File: src/rtl/regfile_sb.sv
// Register file with a per-register pending scoreboard, write-first read bypass
// and a sequential bulk-clear engine that zeroes one entry per cycle.
//
// state | meaning
// IDLE  | available; writes, allocs and clr_req accepted
// CLEAR | zeroing entry idx each cycle; writes and allocs dropped
// DONE  | clear finished; clr_done pulses, back to IDLE next cycle
module regfile_sb #(
   parameter int DATA_W   = 32,
   parameter int ADDR_W   = 5,
   parameter int ZERO_REG = 1,
   parameter int BYPASS   = 1
) (
   input  logic              clk,
   input  logic              reset,
   input  logic [ADDR_W-1:0] rd_addr1,
   input  logic [ADDR_W-1:0] rd_addr2,
   output logic [DATA_W-1:0] rd_data1,
   output logic [DATA_W-1:0] rd_data2,
   output logic              rd_pend1,
   output logic              rd_pend2,
   input  logic              wr_en,
   input  logic [ADDR_W-1:0] wr_addr,
   input  logic [DATA_W-1:0] wr_data,
   input  logic              alloc_en,
   input  logic [ADDR_W-1:0] alloc_addr,
   input  logic              flush,
   input  logic              clr_req,
   output logic              rdy,
   output logic              clr_done
);

   localparam int DEPTH = 1 << ADDR_W;
   localparam logic [ADDR_W-1:0] IDX_LAST = '1;

   typedef enum logic [1:0] {
      IDLE  = 2'd0,
      CLEAR = 2'd1,
      DONE  = 2'd2
   } state_t;

   state_t            state, state_nxt;
   logic [ADDR_W-1:0] idx, idx_nxt;
   logic              clr_active;

   logic [DATA_W-1:0] mem [DEPTH];
   logic [DEPTH-1:0]  pend, pend_nxt;

   logic              wr_ok, alloc_ok;
   logic              zero1, zero2, byp1, byp2;

   always_ff @(posedge clk) begin
      if (reset) begin
         state <= IDLE;
         idx   <= '0;
      end else begin
         state <= state_nxt;
         idx   <= idx_nxt;
      end
   end

   always_comb begin
      state_nxt  = state;
      idx_nxt    = idx;
      rdy        = 1'b0;
      clr_done   = 1'b0;
      clr_active = 1'b0;
      case (state)
         IDLE: begin
            rdy = 1'b1;
            if (clr_req) begin
               state_nxt = CLEAR;
               idx_nxt   = '0;
            end
         end
         CLEAR: begin
            clr_active = 1'b1;
            // idx parks on the last entry rather than wrapping
            if (idx == IDX_LAST) begin
               state_nxt = DONE;
            end else begin
               idx_nxt = idx + 1'b1;
            end
         end
         DONE: begin
            clr_done  = 1'b1;
            state_nxt = IDLE;
         end
         default: begin
            state_nxt = IDLE;
         end
      endcase
   end

   assign wr_ok    = wr_en && rdy && !((ZERO_REG != 0) && (wr_addr == '0));
   assign alloc_ok = alloc_en && rdy && !((ZERO_REG != 0) && (alloc_addr == '0));

   always_ff @(posedge clk) begin
      if (reset) begin
         for (int i = 0; i < DEPTH; i++) begin
            mem[i] <= '0;
         end
      end else begin
         if (wr_ok) begin
            mem[wr_addr] <= wr_data;
         end
         if (clr_active) begin
            mem[idx] <= '0;
         end
      end
   end

   // alloc is applied last so a new producer wins over flush and writeback
   always_comb begin
      pend_nxt = pend;
      if (flush) begin
         pend_nxt = '0;
      end
      if (wr_ok) begin
         pend_nxt[wr_addr] = 1'b0;
      end
      if (clr_active) begin
         pend_nxt[idx] = 1'b0;
      end
      if (alloc_ok) begin
         pend_nxt[alloc_addr] = 1'b1;
      end
   end

   always_ff @(posedge clk) begin
      if (reset) begin
         pend <= '0;
      end else begin
         pend <= pend_nxt;
      end
   end

   assign zero1 = (ZERO_REG != 0) && (rd_addr1 == '0);
   assign zero2 = (ZERO_REG != 0) && (rd_addr2 == '0);
   assign byp1  = (BYPASS != 0) && wr_ok && (wr_addr == rd_addr1);
   assign byp2  = (BYPASS != 0) && wr_ok && (wr_addr == rd_addr2);

   assign rd_data1 = zero1 ? '0 : (byp1 ? wr_data : mem[rd_addr1]);
   assign rd_data2 = zero2 ? '0 : (byp2 ? wr_data : mem[rd_addr2]);
   assign rd_pend1 = (zero1 || byp1) ? 1'b0 : pend[rd_addr1];
   assign rd_pend2 = (zero2 || byp2) ? 1'b0 : pend[rd_addr2];

endmodule

File: config.mk
export PLATFORM = sky130hd
export DESIGN_NAME = regfile_sb
export DESIGN_NICKNAME = d
export VERILOG_FILES = /design/src/rtl/regfile_sb.sv
export SDC_FILE = /design/constraint.sdc
export NUM_CORES = 2
export LEC_CHECK = 0
export CAP_MARGIN = 20
export CORE_MARGIN = 1
export CORE_UTILIZATION = 50
export CTS_BUF_LIST = sky130_fd_sc_hd__clkbuf_16
export CTS_CLUSTER_SIZE = 24
export DETAILED_ROUTE_END_ITERATION = 10
export DONT_BUFFER_PORTS = 1
export PLACE_DENSITY = 0.68
export SYNTH_ARGS = -nofsm -noshare
export SYNTH_HDL_FRONTEND = slang
export SYNTH_SLANG_ARGS = --single-unit
File: constraint.sdc
create_clock -name clk -period 3.39 [get_ports clk]
set_clock_uncertainty 0.05 [all_clocks]
set_input_delay 0.678 -clock clk [delete_from_list [all_inputs] [get_ports clk]]
set_output_delay 0.678 -clock clk [all_outputs]
set_load 0.01 [all_outputs]
==> impl_metrics.tcl <==
set metrics [dict create \
    setup_tns_ns -16.87 \
    synth_seq_cells 1063 \
    ios 126 \
    post-place-ws_ns -0.283 \
    maxCapViolCount 0 \
    clock-sinks 1063 \
    met2_usage_pct 52.3 \
    synth_compound_area_share_pct 6.93 \
    vias_per_cell 7.01 \
    ant_nets 0 \
    routedWlPerCell_um 34.3 \
    min_period_ns 3.90 \
    grt_pass1_vias 39422 \
    synth_edf_count 1024 \
    cts_tree "yes" \
    routabilityCongestion 0.952 \
    worst_pin_slew_ns 1.19 \
    cp.required_ns 2.66 \
    endpoint_kind "primary output" \
    rsz0062_at_grt "true" \
    row_count 121 \
    drtPass1Iterations 6 \
    synth_xor_area_share_pct 0.175 \
    worstPathMaxFanout 313 \
    cts_max_level 3 \
    drt_iter0_markers 6273 \
    p_total_mw 31.1 \
    vdd_drop_max_v 0.000475 \
    p_leak_nw 22.5 \
    synthMuxAreaShare_pct 21.7 \
    clock_path_buffers 3 \
    vias 40539 \
    grt_use_met1_pct 45.4 \
    ys.flop_type "edfxtp_1" \
    setup_viol 62 \
    violations "setup timing" \
    outcome "complete, but fails checks" \
    die_height_um 334 \
    nets 4273 \
    finalWirelength_mm 199 \
    fmax_mhz 257 \
    worstPathArrival_ns 3.17 \
    grt-ovfl-total 0 \
    slew_headroom_pct 20.9 \
    busiest_layer "met2" \
    synthesis.area_mm2 0.0552 \
    synth_adder_area_share_pct 0.113 \
    cts-root-buf "clkbuf_16" \
    yosysSeqAreaShare_pct 57.1 \
    yosysWarnings 0 \
    io_buffers 0 \
    synth_top_family_by_area "multiplexers" \
    yosysUniqueCellTypes 63 \
    die_x_um 334 \
    hpwl_mm 120 \
    syn2layout_area_growth_pct 15.5 \
    ys_async_sr_fraction_pct 0 \
    synth-simple-area-share_pct 10.9 \
    start_kind "primary input" \
    timing.final.max_slew_violations 0 \
    hp-class "primary input to register" \
    grt_pass1_wl_mm 280 \
    postSynthAreaPerCell_um2 13.3 \
    grt_max_degree 319 \
    powerDensity_mw_per_mm2 488 \
    path_clk_slew_ns 0.07 \
    clk_latency_ns 0.68 \
    drc 0 \
    final.setup.worst_slack_ns -0.506 \
    period_share_pct 115 \
    hold_viol_final 0 \
    grt_usage_pct 35.2 \
    start_util_pct 50.5 \
    dieArea_mm2 0.112 \
    reg2reg_slack_ns 0.16 \
    cts_made_buffers 109 \
    path_class "primary input to primary output" \
    layout-drive-gt1-share_pct 26.1 \
    synthCells 4134 \
    core_area_mm2 0.109 \
    antenna_found_initial 4 \
    grt.met3_usage_pct 13.0 \
]
==> per-layer routing <==
layer,vias up,routed length (um),part of all wire (%)
met2,3479,87800,44
met3,670,31600,16
met5,-,46,0.023
met4,6,11300,5.7
met1,20277,67900,34
li1,16107,-,-
==> registers in the layout, indices dropped and copies added (netlist names) <==
register and flops:
mem 1024, pend 32, state 2, idx 5
==> cell families (layout without fill, tap and decap cells) <==
family,after synthesis,count (layout)
DFF,1063,1063
muxes,671,671
adders and majority gates,5,5
AOI/OAI and AO/OA,508,508
buffers and inverters,437,573
other,1,36
xor gates and xnor gates,11,11
and+or+nand+nor,1438,1438
==> worst max-delay path, cell delays in order <==
cell	delay, ns
xnor2_1	0.40
nand3_1	0.19
nor4_4	0.35
buf_12	0.23
buf_16	0.20
buf_6	0.12
nor4_4	0.04
buf_4	0.19
a221o_1	0.32
==> final cells by class <==
| cell class | instances | area (um2) |
|---|---|---|
| multi-input cells | 2665 | 22900 |
| clock inverters | 90 | 696 |
| diodes | 4 | 10.0 |
| well taps | 1476 | 1850 |
| flip-flops and latches | 1063 | 31500 |
| clock buffers | 112 | 2800 |
| repair buffers | 365 | 3930 |
| inverters | 6 | 22.5 |
| fillers | 8483 | 45400 |
==> per-stage QoR <==
step / utilization [%] / hold slack, ns / std cells / instance area (um2)
after CTS: 57.9 / 0.0980 / 5768 / 63200
final: 58.4 / 0.130 / 5781 / 63700
after global routing: 58.4 / 0.121 / 5777 / 63700
after detailed placement: 54.3 / 0.432 / 5553 / 59200
after global placement: 54.3 / 0.428 / 5550 / 59200
after floorplan: - / 0.369 / 4165 / 55400
==> cell usage in the layout (no fill, tap or decap), drive strengths merged, types with 22 or more instances in the layout <==
master | Yosys | final
a211oi | 22 | 22
a21oi | 53 | 53
a221o | 34 | 34
a221oi | 100 | 100
a22oi | 48 | 48
buf | 104 | 363
clkbuf | 327 | 113
clkinv | 1 | 58
conb | 1 | 32
dfxtp | 39 | 39
edfxtp | 1024 | 1024
inv | 5 | 22
mux2i | 246 | 246
mux4 | 418 | 418
nand2 | 124 | 124
nand2b | 62 | 62
nand3 | 22 | 22
nor2 | 1080 | 1080
nor2b | 22 | 22
nor3 | 27 | 27
nor4 | 36 | 36
o211ai | 25 | 25
o21bai | 22 | 22
o22ai | 131 | 131
==> synth_stat cells (8+ instances only) <==
cell type / number / area, um2
mux4_2: 418 / 9410
xnor2_1: 8 / 70.1
a211oi_1: 22 / 165
a221oi_1: 100 / 876
a31oi_1: 16 / 100
mux2i_1: 246 / 2460
a21oi_1: 53 / 265
o22ai_1: 131 / 820
nand2_1: 124 / 465
nor4_1: 36 / 225
a22oi_1: 48 / 360
a221o_1: 34 / 340
clkbuf_1: 327 / 1230
buf_2: 57 / 285
nor2_1: 1079 / 4050
nand2b_1: 62 / 388
a211o_1: 20 / 175
edfxtp_1: 1024 / 30700
or2_2: 13 / 81.3
nand3_1: 22 / 110
o211ai_1: 24 / 180
nor3_1: 25 / 125
nand4_1: 10 / 62.6
o21bai_1: 22 / 165
buf_1: 46 / 173
dfxtp_1: 39 / 781
nor3b_1: 12 / 90.1
o21ai_0: 12 / 60.1
nor2b_1: 22 / 138
==> power by group <==
| part | internal (mW) | leakage (nW) | total [mW] | switching [mW] |
|---|---|---|---|---|
| clock | 6.72 | 1.77 | 12.0 | 5.30 |
| combinational | 1.68 | 9.90 | 3.96 | 2.29 |
| sequential | 14.9 | 10.8 | 15.1 | 0.251 |
==> path summary, 6_finish.rpt <==
kind | start | endpoint | depth (start not counted)
worst min-delay path | flush | pend[31]$_SDFF_PP0_ | 3
worst max register to register | state[1]$_SDFFE_PP0P_ | mem[27][12]$_SDFFCE_PN0P_ | 8
worst min register to register | pend[0]$_SDFF_PP0_ | pend[0]$_SDFF_PP0_ | 2
worst max-delay path | rd_addr2[0] | rd_data2[25] | 9
==> timing repair <==
action	4_1_cts	5_1_grt
pin swaps	16	23
endpoints found under the setup margin	60	53
setup buffers	11	11
gates cloned	2	1
hold buffers	1	0
resized for setup	56	84
hold endpoints to repair	10	0
No activity file was read; power rests on OpenSTA's default activity.
